## src/rtl/mem_pkg.sv

```systemverilog
// mem_pkg: definitions shared by the memory requester, the data memory and
// the testbench.
//   state_t        - requester FSM encoding, also exported for debug
//   MEM_WIDTH      - default data word width
//   MEM_ADDR_W     - default address width
//   MEM_LEN_W      - default burst-length field width
//   MEM_CNT_W      - default transaction counter width
package mem_pkg;

    localparam int MEM_WIDTH  = 8;
    localparam int MEM_ADDR_W = 8;
    localparam int MEM_LEN_W  = 4;
    localparam int MEM_CNT_W  = 16;

    typedef enum logic [2:0] {
        IDLE    = 3'd0,
        WR_ADDR = 3'd1,
        WR_DATA = 3'd2,
        RD_ADDR = 3'd3,
        RD_DATA = 3'd4,
        RSP     = 3'd5
    } state_t;

endpackage

```

## src/rtl/mem_requester.sv

```systemverilog
// mem_requester: single-outstanding initiator for the shared data memory.
// A client issues single-beat writes or multi-beat reads; the block walks
// them out over the memory's write-address, write-data, read-address and
// read-data channels and returns read beats on a back-pressurable response
// port.
//
// Ports
//   clk, reset                    clock, synchronous active-high reset
//   cmd_valid/cmd_ready           client command handshake
//   cmd_we, cmd_addr, cmd_wdata   command kind, start address, write data
//   cmd_len                       read beats minus one (ignored for writes)
//   rsp_valid/rsp_ready           read response handshake
//   rsp_data, rsp_last            response beat and end-of-burst marker
//   wa_valid/wa_ready/wa_addr     write-address channel
//   wd_valid/wd_ready/wd_data     write-data channel
//   ra_valid/ra_ready/ra_addr     read-address channel
//   rd_valid/rd_ready/rd_data     read-data channel
//   busy                          high whenever the FSM is not IDLE
//   wr_count, rd_count            completed writes / read beats (wrapping)
//   state                         current FSM state, for debug observation
//
// Handshake: on every channel a transfer happens on a rising edge where
// valid && ready. Once raised, a valid and its payload hold until that
// transfer. Every valid/ready this block drives is a flop that depends only
// on state, never combinationally on the partner's signal.
module mem_requester
    import mem_pkg::*;
#(
    parameter int WIDTH  = MEM_WIDTH,
    parameter int ADDR_W = MEM_ADDR_W,
    parameter int LEN_W  = MEM_LEN_W,
    parameter int CNT_W  = MEM_CNT_W
) (
    input  logic              clk,
    input  logic              reset,

    input  logic              cmd_valid,
    output logic              cmd_ready,
    input  logic              cmd_we,
    input  logic [ADDR_W-1:0] cmd_addr,
    input  logic [WIDTH-1:0]  cmd_wdata,
    input  logic [LEN_W-1:0]  cmd_len,

    output logic              rsp_valid,
    input  logic              rsp_ready,
    output logic [WIDTH-1:0]  rsp_data,
    output logic              rsp_last,

    output logic              wa_valid,
    input  logic              wa_ready,
    output logic [ADDR_W-1:0] wa_addr,

    output logic              wd_valid,
    input  logic              wd_ready,
    output logic [WIDTH-1:0]  wd_data,

    output logic              ra_valid,
    input  logic              ra_ready,
    output logic [ADDR_W-1:0] ra_addr,

    input  logic              rd_valid,
    output logic              rd_ready,
    input  logic [WIDTH-1:0]  rd_data,

    output logic              busy,
    output logic [CNT_W-1:0]  wr_count,
    output logic [CNT_W-1:0]  rd_count,
    output state_t            state
);

    // Working copy of the in-flight command.
    logic [ADDR_W-1:0] addr;
    logic [WIDTH-1:0]  wdata;
    logic [LEN_W-1:0]  beats_left;

    always_ff @(posedge clk) begin
        if (reset) begin
            state      <= IDLE;
            cmd_ready  <= 1'b1;
            busy       <= 1'b0;
            wa_valid   <= 1'b0;
            wa_addr    <= '0;
            wd_valid   <= 1'b0;
            wd_data    <= '0;
            ra_valid   <= 1'b0;
            ra_addr    <= '0;
            rd_ready   <= 1'b0;
            rsp_valid  <= 1'b0;
            rsp_data   <= '0;
            rsp_last   <= 1'b0;
            wr_count   <= '0;
            rd_count   <= '0;
            addr       <= '0;
            wdata      <= '0;
            beats_left <= '0;
        end else begin
            case (state)
                IDLE: begin
                    // cmd_ready is high in IDLE, so cmd_valid alone means accept.
                    if (cmd_valid) begin
                        addr       <= cmd_addr;
                        wdata      <= cmd_wdata;
                        beats_left <= cmd_len;
                        cmd_ready  <= 1'b0;
                        busy       <= 1'b1;
                        if (cmd_we) begin
                            wa_valid <= 1'b1;
                            wa_addr  <= cmd_addr;
                            state    <= WR_ADDR;
                        end else begin
                            ra_valid <= 1'b1;
                            ra_addr  <= cmd_addr;
                            state    <= RD_ADDR;
                        end
                    end
                end

                WR_ADDR: begin
                    // Address strictly before data: the memory receives in that order.
                    if (wa_ready) begin
                        wa_valid <= 1'b0;
                        wd_valid <= 1'b1;
                        wd_data  <= wdata;
                        state    <= WR_DATA;
                    end
                end

                WR_DATA: begin
                    if (wd_ready) begin
                        wd_valid  <= 1'b0;
                        wr_count  <= wr_count + 1'b1;
                        cmd_ready <= 1'b1;
                        busy      <= 1'b0;
                        state     <= IDLE;
                    end
                end

                RD_ADDR: begin
                    if (ra_ready) begin
                        ra_valid <= 1'b0;
                        rd_ready <= 1'b1;
                        state    <= RD_DATA;
                    end
                end

                RD_DATA: begin
                    // One-entry response register: capture the beat and stop
                    // accepting read data until the client takes it.
                    if (rd_valid) begin
                        rd_ready  <= 1'b0;
                        rsp_data  <= rd_data;
                        rsp_valid <= 1'b1;
                        rsp_last  <= (beats_left == '0);
                        state     <= RSP;
                    end
                end

                RSP: begin
                    if (rsp_ready) begin
                        rsp_valid <= 1'b0;
                        rsp_last  <= 1'b0;
                        rd_count  <= rd_count + 1'b1;
                        if (beats_left == '0) begin
                            cmd_ready <= 1'b1;
                            busy      <= 1'b0;
                            state     <= IDLE;
                        end else begin
                            // Next beat: address wraps naturally at ADDR_W bits.
                            addr       <= addr + 1'b1;
                            ra_addr    <= addr + 1'b1;
                            ra_valid   <= 1'b1;
                            beats_left <= beats_left - 1'b1;
                            state      <= RD_ADDR;
                        end
                    end
                end

                default: begin
                    state     <= IDLE;
                    cmd_ready <= 1'b1;
                    busy      <= 1'b0;
                    wa_valid  <= 1'b0;
                    wd_valid  <= 1'b0;
                    ra_valid  <= 1'b0;
                    rd_ready  <= 1'b0;
                    rsp_valid <= 1'b0;
                    rsp_last  <= 1'b0;
                end
            endcase
        end
    end

endmodule

```

## config.mk

```make
export PLATFORM = sky130hd
export DESIGN_NAME = mem_requester
export DESIGN_NICKNAME = d
export VERILOG_FILES = /design/src/rtl/mem_pkg.sv /design/src/rtl/mem_requester.sv
export SDC_FILE = /design/constraint.sdc
export NUM_CORES = 1
export LEC_CHECK = 0
export CAP_MARGIN = 20
export CORE_ASPECT_RATIO = 1.25
export CORE_MARGIN = 5
export CORE_UTILIZATION = 53
export DETAILED_ROUTE_END_ITERATION = 10
export PLACE_DENSITY = 0.85
export SYNTH_ARGS = -nofsm -noshare
export SYNTH_HDL_FRONTEND = slang
export SYNTH_SLANG_ARGS = --single-unit
```

## constraint.sdc

```tcl
create_clock -name clk -period 2.83 [get_ports clk]
set_input_delay 0.4245 -clock clk [delete_from_list [all_inputs] [get_ports clk]]
set_output_delay 0.4245 -clock clk [all_outputs]
set_load 0.02 [all_outputs]
```

### Yosys cells after proc, flatten, opt, wreduce, memory -nomap -nowiden

Cells that the tools add are included.

| operators by class | value |
|---|---|
| add/subtract/negate cells | 4 |
| eq/ne operators | 15 |
| multiplexer cells | 50 |
| bitwise logic cells | 6 |
| reduce and logical (&&, ||, !) cells | 24 |

Operators with widths:

| kind | count |
|---|---|
| $mux 8 | 5 |
| $add 16x1->16 const B | 2 |
| $pmux 8 s2 | 2 |
| $mux 1 | 22 |
| $ne 2x2->1 const B | 10 |
| $mux 3 | 6 |
| $pmux 3 s6 | 1 |
| $reduce_or 4->1 | 4 |
| $pmux 1 s3 | 5 |
| $mux 4 | 3 |
| $pmux 1 s4 | 3 |
| $reduce_and 3->1 | 4 |
| $reduce_and 6->1 | 2 |
| $reduce_and 2->1 | 5 |
| $reduce_and 5->1 | 2 |
| $add 8x1->8 const B | 1 |
| $pmux 4 s2 | 1 |
| $reduce_and 4->1 | 2 |
| $eq 3x2->1 const B | 2 |
| $eq 3x3->1 const B | 2 |
| $not 1->1 | 6 |
| $reduce_or 3->1 | 2 |
| $logic_not 4->1 | 1 |
| $mux 2 | 2 |
| 4 further kinds | 4 |

| word-level totals | value |
|---|---|
| bits in registers | 95 |
| input bits | 37 |
| word-level logic and storage cells | 117 |

### Longest topological paths before layout

Gate-level depths: netlist of run 1.

| depth | value |
|---|---|
| word-level depth | 4 |
| depth in mapped cells | 7 |

### Worst setup path after synthesis of run 1

No wires, ideal clock.

| timing path | value |
|---|---|
| path kind | register to register |
| start point | register state[1] |
| end point | register state[1] |
| setup time | 0.123 ns |
| data arrival time | 1.698 ns |
| path slack | 1.008 ns |
| cell stages (with the launch flop) | 6 |
| clock period less this slack | 1.822 ns |
| cells stage by stage | dfxtp_1 buf_6 or4b_2 o21a_1 o211ai_2 mux2_1 |

| between the ends | value |
|---|---|
| cells in the longest elaborated chain, start to end | 3 |

RTL lines:

| item | line | source |
|---|---|---|
| start, declared | mem_requester.sv:68 | `output state_t state` |
| start signal, assigned | mem_requester.sv:78 | `state <= IDLE;` |
| start signal, assigned | mem_requester.sv:109 | `state <= WR_ADDR;` |
| start signal, assigned | mem_requester.sv:113 | `state <= RD_ADDR;` |
| $eq 3x2->1, or another cell as far along | mem_requester.sv:97 | `case (state)` |
| $ne 2x2->1 (no source line) | -- |  |
| $reduce_and 6->1 (no source line) | -- |  |

Several ways; a longest one is shown, not always the timed one.
A chain may end at the register's enable or synchronous reset.

### Worst setup path after layout of run 1

| timing path | value |
|---|---|
| start point | register state[0] |
| end point | output port state[0] |

No word-level cell between the ends.

==> reports/summary.json, run 1 <==
{
  "drv_slew": 0,
  "overflow_left_after_global_routing": 0,
  "antenna_cells": 0,
  "area_fraction_in_and_or_nand_and_nor_cells_after_synthesis_pct": 27.19,
  "power.leakage_uw": 0.002010,
  "min-delay-start": "wa_addr[4]",
  "number_of_global_route_vias_before_repair": 4056,
  "clk-insertion-delay-late_ns": 0.37,
  "clkSinkCount": 95,
  "cts.root.buffer_cell": "sky130_fd_sc_hd__clkbuf_8",
  "initial_utilization_pct": 53.86,
  "reg2reg_depth": 5,
  "tightest_slew_ns": 0.8565,
  "cap_violations": 0,
  "final_design_area_no_fill_sq_um": 5751,
  "cts.clk_slew.worst_paths_ns": 0.09,
  "synth_warnings": 0,
  "final_min_period_over_clock_period_pct": 87.31,
  "synth_largest_type_area_fraction_pct": 43.10,
  "hold_viol_final": 0,
  "cts_buffers": 9,
  "cts_hold_repair.buffers": 0,
  "num-nets-final": 660,
  "run_status": "complete, no violations",
  "syn_to_final_growth_pct": 30.31,
  "synth.largest_area_cell": "sky130_fd_sc_hd__dfxtp_1",
  "design.portCount": 112,
  "globalplace.congestion": 0.8522,
  "r2r_path_end": "ra_addr[7]",
  "synth_async_sr_flop_share_pct": 0,
  "postCtsSetupRepairBufs": 0,
  "drive_above_1_share_pct": 7.705,
  "drt-wirelength-per-cell_um": 16.60,
  "number_of_enable_flip_flop_cells_after_synthesis": 0,
  "cts_resized": 0,
  "required_ns": 2.41,
  "cts.path.max_buffers": 2,
  "synth-adder-area-share_pct": 1.134,
  "proportion_of_synthesized_chip_area_in_sequential_cells_pct": 43.10,
  "post_synthesis_compound_gate_area_fraction_pct": 16.90,
  "design.core.area_sq_um": 8194,
  "numPortBuffers": 111,
  "postSynthCellCount": 518,
  "min_period_ns": 2.471,
  "num_rows": 37,
  "cts_tree": "done",
  "type_of_the_setup_path_with_the_least_slack": "register to output port",
  "hpwlAfterDp_um": 8605,
  "chipWidth_um": 91.62,
  "max_stage_delay_ns": 0.89,
  "die-area_sq_um": 10260,
  "cp_num_buf_inv": 1,
  "global_route_usage_over_all_layers_pct": 23.53,
  "synth_seq_cells": 95,
  "finalSetupViolations": 0,
  "worst_ep_arrival_time_ns": 2.05,
  "placedInstanceArea_sq_um": 5554,
  "synth.area.top_cells": "sky130_fd_sc_hd__dfxtp_1, sky130_fd_sc_hd__a21oi_1, sky130_fd_sc_hd__nand2_1",
  "largest_family_of_logic_cells_by_synthesized_area": "simple AND/OR/NAND/NOR gates",
  "final.setup_skew_ns": 0.01329,
  "dr.first_iter.drc_count": 211,
  "routed-via-count": 4221,
  "post_drt_via_cell_ratio": 5.863,
  "synth-xor-area-share_pct": 4.168,
  "yosys-mux-area-fraction_pct": 3.034,
  "fillers": 649,
  "vdd.ir_drop.worst_uv": 324.2,
  "worstPathCellList": "clkdlybuf4s50_1",
  "drt_pass1_iterations": 4,
  "hold_depth": 2,
  "critical_path.slowest_cell": "sky130_fd_sc_hd__dfxtp_1",
  "initial_antenna_violation_count": 0,
  "crit_path_max_fo": 25,
  "grt_start_max_net_pins": 51,
  "synth_top_flop_cell": "sky130_fd_sc_hd__dfxtp_1",
  "die-height_um": 112.0,
  "worst_r2r_startpoint": "state[2]",
  "route.detailed.drc": 0,
  "synth_nets": 559,
  "grt_setup_unrepaired": "no",
  "cpLargestDelayFamily": "flip-flops",
  "detail-route-antenna-nets": 0,
  "timing.critical_path.to_type": "output port",
  "type_of_element_launching_the_critical_path": "register",
  "highest_clock_frequency_the_design_can_meet_ghz": 0.4047,
  "syn-cell-area_sq_um": 4413,
  "first_pass_grt_wire_length_um": 19850,
  "routed_wire_length_um": 11950,
  "worst_hold_path_type": "register to register",
  "hold_end": "wa_addr[4]",
  "avgSynthCellArea_sq_um": 8.519,
  "fin_setup_tns_ns": 0,
  "post_synth_cell_types": 75,
  "power_density_nw_per_um2": 689.5,
  "worst-r2r-setup-slack_ns": 0.49,
  "ctsHtreeMaxLevel": 3,
  "max_slew_margin_pct": 42.82
}
-- per-layer routing --
metal / GRT usage (%) / wire [um]
met1: 27.40 / 4675
met2: 42.32 / 6389
met3: 5.630 / 719
met4: 7.243 / 167
met5: 0 / 0
-- worst register-to-register path: stages (launching register included) --
cell and delay, ns:
sky130_fd_sc_hd__dfxtp_1 0.80, sky130_fd_sc_hd__buf_4 0.31, sky130_fd_sc_hd__nand3b_1 0.40, sky130_fd_sc_hd__nor4_1 0.42
sky130_fd_sc_hd__a211oi_1 0.11, sky130_fd_sc_hd__o22ai_1 0.21
-- cells in the mapped netlist, types with 2 or more instances --
cell type                   n
sky130_fd_sc_hd__a31o_2     3
sky130_fd_sc_hd__nand3b_1   4
sky130_fd_sc_hd__dfxtp_1   95
sky130_fd_sc_hd__o31ai_1    7
sky130_fd_sc_hd__a211oi_1   3
sky130_fd_sc_hd__buf_2     11
sky130_fd_sc_hd__or3_1     10
sky130_fd_sc_hd__o311ai_1   4
sky130_fd_sc_hd__mux2_1     2
sky130_fd_sc_hd__o211ai_1   2
sky130_fd_sc_hd__nand4_1    9
sky130_fd_sc_hd__nor2_1    50
sky130_fd_sc_hd__a31oi_1    2
sky130_fd_sc_hd__a21bo_2    2
sky130_fd_sc_hd__clkbuf_1  11
sky130_fd_sc_hd__o22ai_1    6
sky130_fd_sc_hd__or4_1      3
sky130_fd_sc_hd__mux2i_1   10
sky130_fd_sc_hd__a21oi_1   54
sky130_fd_sc_hd__buf_4      2
sky130_fd_sc_hd__and2_1     2
sky130_fd_sc_hd__and3b_1    2
sky130_fd_sc_hd__and2_0     2
sky130_fd_sc_hd__nand2_1   71
sky130_fd_sc_hd__inv_1      7
sky130_fd_sc_hd__o21a_1     2
sky130_fd_sc_hd__xnor2_1    9
sky130_fd_sc_hd__and3_1     4
sky130_fd_sc_hd__o32ai_1    2
sky130_fd_sc_hd__ha_1       4
sky130_fd_sc_hd__nand3_1   32
sky130_fd_sc_hd__and4_1     3
sky130_fd_sc_hd__o21ai_0   13
sky130_fd_sc_hd__nor2b_1    3
sky130_fd_sc_hd__buf_6      4
sky130_fd_sc_hd__nor3_1    12
sky130_fd_sc_hd__nor3b_1    3
sky130_fd_sc_hd__buf_1      3
sky130_fd_sc_hd__nand2b_1   3
sky130_fd_sc_hd__xor2_1    12
-- layout make-up --
| class | count | area, sq um | share of cell area (%) |
|---|---|---|---|
| multi-input cells | 384 | 2320 | 40.34 |
| flip-flops and latches | 95 | 1902 | 33.07 |
| repair buffers | 121 | 1181 | 20.54 |
| clock buffers | 9 | 123.9 | 2.154 |
| well taps | 97 | 121.4 | 2.111 |
| clock inverters | 6 | 72.57 | 1.262 |
| inverters | 8 | 30.03 | 0.5222 |
-- flip-flops by register name (all words and copies together), names as in the netlist --
| name | count |
|---|---|
| addr | 8 |
| rsp_data | 8 |
| ra_addr | 8 |
| state | 3 |
| rsp_last | 1 |
| rd_count | 16 |
| beats_left | 4 |
| wa_valid | 1 |
| ra_valid | 1 |
| wd_valid | 1 |
| wdata | 8 |
| wr_count | 16 |
| cmd_ready | 1 |
| wa_addr | 8 |
| wd_data | 8 |
| busy | 1 |
| rd_ready | 1 |
| rsp_valid | 1 |
-- worst max path at each step --
| stage | from | to | slack [ns] | cells past startpoint |
|---|---|---|---|---|
| global route | state[2] | ra_addr[7] | 0.23 | 5 |
| finish | state[0] | state[0] | 0.36 | 1 |
| global placement | rsp_ready | ra_valid | 0.56 | 5 |
| floorplan | state[1] | state[1] | 1.01 | 5 |
| detailed placement | rsp_ready | beats_left[2] | 0.51 | 5 |
| CTS | state[0] | state[0] | 0.37 | 1 |
-- report_power, final --
part	switching [uW]	internal [uW]	total [uW]
combinational	754	595	1350
sequential	199	1510	1710
clock	494	410	903
total	1450	2520	3970
-- layout by cell type (no fill, tap or decap), types with 10 or more instances in the layout --
master                              n
sky130_fd_sc_hd__clkdlybuf4s50_1  110
sky130_fd_sc_hd__or3_1             10
sky130_fd_sc_hd__nor3_1            12
sky130_fd_sc_hd__nand3_1           32
sky130_fd_sc_hd__nor2_1            50
sky130_fd_sc_hd__buf_4             10
sky130_fd_sc_hd__dfxtp_1           95
sky130_fd_sc_hd__mux2i_1           10
sky130_fd_sc_hd__a21oi_1           54
sky130_fd_sc_hd__nand2_1           71
sky130_fd_sc_hd__xor2_1            12
sky130_fd_sc_hd__o21ai_0           13
-- kinds of logic (layout without fill, tap and decap cells) --
logic type,Yosys count,count (layout)
AO/OA/AOI/OAI,117,117
AND/OR/NAND/NOR,229,229
XOR/XNOR,21,21
flip-flops,95,95
multiplexers,13,13
buffers and inverters,39,144
adder cells (fa/ha/maj),4,4
-- stage by stage --
step / utilization [%] / cells / hold WS (ns) / power [uW] / worst slack [ns]
after floorplan: - / 518 / 0.4360 / 2638 / 1.008
after global placement: 67.78 / 705 / 0.4379 / 3025 / 0.5567
after detailed placement: 67.78 / 705 / 0.4382 / 3074 / 0.5053
after CTS: 70.18 / 720 / 0.4588 / 3970 / 0.3674
after global routing: 70.18 / 720 / 0.4776 / 4186 / 0.2287
final: 70.18 / 720 / 0.4570 / 3965 / 0.3590
Power figures use the tool's default switching activity.
==> run 2, diff against run 1 <==
--- a/config.mk
+++ b/config.mk
@@ -10,7 +10,7 @@
 export CORE_MARGIN = 5
 export CORE_UTILIZATION = 53
 export DETAILED_ROUTE_END_ITERATION = 10
-export PLACE_DENSITY = 0.85
+export PLACE_DENSITY = 0.89
 export SYNTH_ARGS = -nofsm -noshare
 export SYNTH_HDL_FRONTEND = slang
 export SYNTH_SLANG_ARGS = --single-unit
==> reports/summary.json, run 2 (synthesis gave the netlist of run 1 again) <==
{
  "required": {"value": 2.41, "unit": "ns", "change": "about the same"},
  "number_of_global_route_vias_before_repair": {"value": 4228, "change": "+4.2%"},
  "p_comb_share": {"value": 34.0, "unit": "%", "change": "about the same"},
  "num_rows": {"value": 37, "change": "unchanged"},
  "power.net_switching": {"value": 1453, "unit": "uW", "change": "+0.41%"},
  "critical_path.slowest_cell": "sky130_fd_sc_hd__dfxtp_1",
  "layout_top_registers": "rd_count (16), wr_count (16)",
  "globalplace.congestion": {"value": 0.8670, "change": "+1.7%"},
  "post_drt_via_cell_ratio": {"value": 5.864, "change": "about the same"},
  "worst_ep_arrival_time": {"value": 2.03, "unit": "ns", "change": "-0.02 ns"},
  "final.setup_skew": {"value": 0.01235, "unit": "ns", "change": "-0.0009437 ns"},
  "timing.critical_path.to_type": "output port",
  "initial_utilization": {"value": 53.86, "unit": "%", "change": "unchanged"},
  "global_route_usage_over_all_layers": {"value": 23.86, "unit": "%", "change": "+0.33 points"},
  "intPower": {"value": 2522, "unit": "uW", "change": "+0.16%"},
  "numPortBuffers": {"value": 111, "change": "unchanged"},
  "overflow_left_after_global_routing": {"value": 0, "change": "unchanged"},
  "num-nets-final": {"value": 659, "change": "-0.15%"},
  "die-height": {"value": 112.0, "unit": "um", "change": "unchanged"},
  "mostFrequentLayoutCells": "sky130_fd_sc_hd__clkdlybuf4s50_1, sky130_fd_sc_hd__dfxtp_1, sky130_fd_sc_hd__nand2_1",
  "cap_violations": {"value": 0, "change": "unchanged"},
  "final.setup.worst_slack": {"value": 0.3763, "unit": "ns", "change": "+0.01726 ns"},
  "design.core.area": {"value": 8194, "unit": "sq um", "change": "unchanged"},
  "type_of_the_setup_path_with_the_least_slack": "register to output port",
  "detailedPlace.worstSlack": {"value": 0.4682, "unit": "ns", "change": "-0.03711 ns"},
  "grt_setup_unrepaired": "no",
  "cts_tree": "done",
  "grt_start_max_net_pins": {"value": 86, "change": "+69%"},
  "highest_clock_frequency_the_design_can_meet": {"value": 0.4075, "unit": "GHz", "change": "+0.70%"},
  "cp_num_buf_inv": {"value": 1, "change": "unchanged"},
  "postCtsSetupRepairBufs": {"value": 0, "change": "unchanged"},
  "ctsHtreeMaxLevel": {"value": 3, "change": "unchanged"},
  "cts.root.buffer_cell": "sky130_fd_sc_hd__clkbuf_8",
  "initial_antenna_violation_count": {"value": 0, "change": "unchanged"},
  "drv_slew": {"value": 0, "change": "unchanged"},
  "hold_viol_final": {"value": 0, "change": "unchanged"},
  "syn_to_final_growth_pct": 30.11,
  "layoutNonFillerInstCount": {"value": 720, "change": "unchanged"},
  "cts_resized": {"value": 0, "change": "unchanged"},
  "routed_wire_length": {"value": 12050, "unit": "um", "change": "+0.79%"},
  "ff_latch_area": {"value": 1902, "unit": "sq um", "change": "unchanged"},
  "multi_input_comb_area": {"value": 2320, "unit": "sq um", "change": "unchanged"},
  "worstPathCellList": "clkdlybuf4s50_1",
  "worst_hold_path_type": "register to register",
  "vdd.ir_drop.worst": {"value": 381.1, "unit": "uV", "change": "+18%"},
  "clk-insertion-delay-late": {"value": 0.38, "unit": "ns", "change": "about the same"},
  "power.switching_fraction": {"value": 36.56, "unit": "%", "change": "+0.057 points"},
  "finalSetupViolations": {"value": 0, "change": "unchanged"},
  "cts_buffers": {"value": 9, "change": "unchanged"},
  "die-area": {"value": 10260, "unit": "sq um", "change": "unchanged"},
  "dr.first_iter.drc_count": {"value": 277, "change": "+31%"},
  "min_period": {"value": 2.454, "unit": "ns", "change": "-0.01726 ns"},
  "design.portCount": {"value": 112, "change": "unchanged"},
  "clkSinkCount": {"value": 95, "change": "unchanged"},
  "power_density": {"value": 692.3, "unit": "nW/um^2", "change": "+0.40%"},
  "routed-via-count": {"value": 4222, "change": "+0.024%"},
  "cpLargestDelayFamily": "flip-flops",
  "final_min_period_over_clock_period": {"value": 86.70, "unit": "%", "change": "-0.61 points"},
  "final_design_area_no_fill": {"value": 5742, "unit": "sq um", "change": "-0.15%"},
  "antenna_cells": {"value": 0, "change": "unchanged"},
  "total_instance_count_after_detailed_placement": {"value": 704, "change": "-0.14%"},
  "cts_hold_repair.buffers": {"value": 0, "change": "unchanged"},
  "hpwlAfterDp": {"value": 8655, "unit": "um", "change": "+0.58%"},
  "power.leakage": {"value": 0.002003, "unit": "uW", "change": "-0.35%"},
  "clk_pwr_share": {"value": 23.0, "unit": "%", "change": "+0.2 points"},
  "cts.path.max_buffers": {"value": 2, "change": "unchanged"},
  "run_status": "complete, no violations",
  "type_of_element_launching_the_critical_path": "register",
  "layout_commonest_cell": "sky130_fd_sc_hd__clkdlybuf4s50_1",
  "chipWidth": {"value": 91.62, "unit": "um", "change": "unchanged"},
  "placedInstanceArea": {"value": 5547, "unit": "sq um", "change": "-0.14%"},
  "tightest_slew": {"value": 0.8697, "unit": "ns", "change": "+0.01317 ns"},
  "detail-route-antenna-nets": {"value": 0, "change": "unchanged"},
  "fin_setup_tns": {"value": 0, "unit": "ns", "change": "unchanged"},
  "first_pass_grt_wire_length": {"value": 20120, "unit": "um", "change": "+1.4%"},
  "drive_above_1_share": {"value": 7.544, "unit": "%", "change": "-0.16 points"},
  "cts.clk_slew.worst_paths": {"value": 0.10, "unit": "ns", "change": "about the same"},
  "fillers": {"value": 630, "change": "-2.9%"},
  "crit_path_max_fo": {"value": 28, "change": "+12%"},
  "drt_pass1_iterations": {"value": 5, "change": "+1"},
  "max_slew_margin": {"value": 42.02, "unit": "%", "change": "-0.80 points"},
  "route.detailed.drc": {"value": 0, "change": "unchanged"},
  "drt-wirelength-per-cell": {"value": 16.73, "unit": "um", "change": "+0.79%"},
  "seqPwrFrac": {"value": 43.0, "unit": "%", "change": "-0.2 points"},
  "max_stage_delay": {"value": 0.88, "unit": "ns", "change": "about the same"}
}
## run 2: layer usage
metal	up-vias	GRT usage (%)	part of all wire, %
li1	2050	-	-
met1	1999	27.26	38
met2	142	41.78	52
met3	31	5.697	6.6
met4	0	10.97	3.3
met5	-	0	0
## run 2: layout make-up
cell class                      instances  share of cell area (%)
Multi-Input combinational cell        384                   40.40
Sequential cell                        95                   33.12
Timing Repair Buffer                  120                   20.44
Clock buffer                           10                   2.223
Tap cell                               97                   2.114
Clock inverter                          6                   1.177
Inverter                                8                  0.5230
## run 2: power by group through the flow
stage	sequential (uW)	combinational, uW	clock (uW)
finish	1710	1350	915
global route	1740	1480	980
CTS	1710	1350	924
detailed placement	1740	1340	0
global placement	1720	1290	0
floorplan	1770	872	0
## run 2: worst paths after layout
kind,start,slack (ns),cells after the start,to
max,state[2],0.38,1,state[2]
min,rsp_data[0],0.46,2,rsp_data[0]
max reg2reg,state[2],0.51,4,ra_addr[7]
min reg2reg,rsp_data[0],0.46,2,rsp_data[0]
## run 2: through the flow
stage / power (uW) / hold WS (ns) / utilization (%)
2_1_floorplan: 2638 / 0.4360 / -
3_3_place_gp: 3017 / 0.4364 / 67.69
3_5_place_dp: 3073 / 0.4468 / 67.69
4_1_cts: 3978 / 0.4607 / 70.07
5_1_grt: 4200 / 0.4826 / 70.07
6_report: 3975 / 0.4576 / 70.07
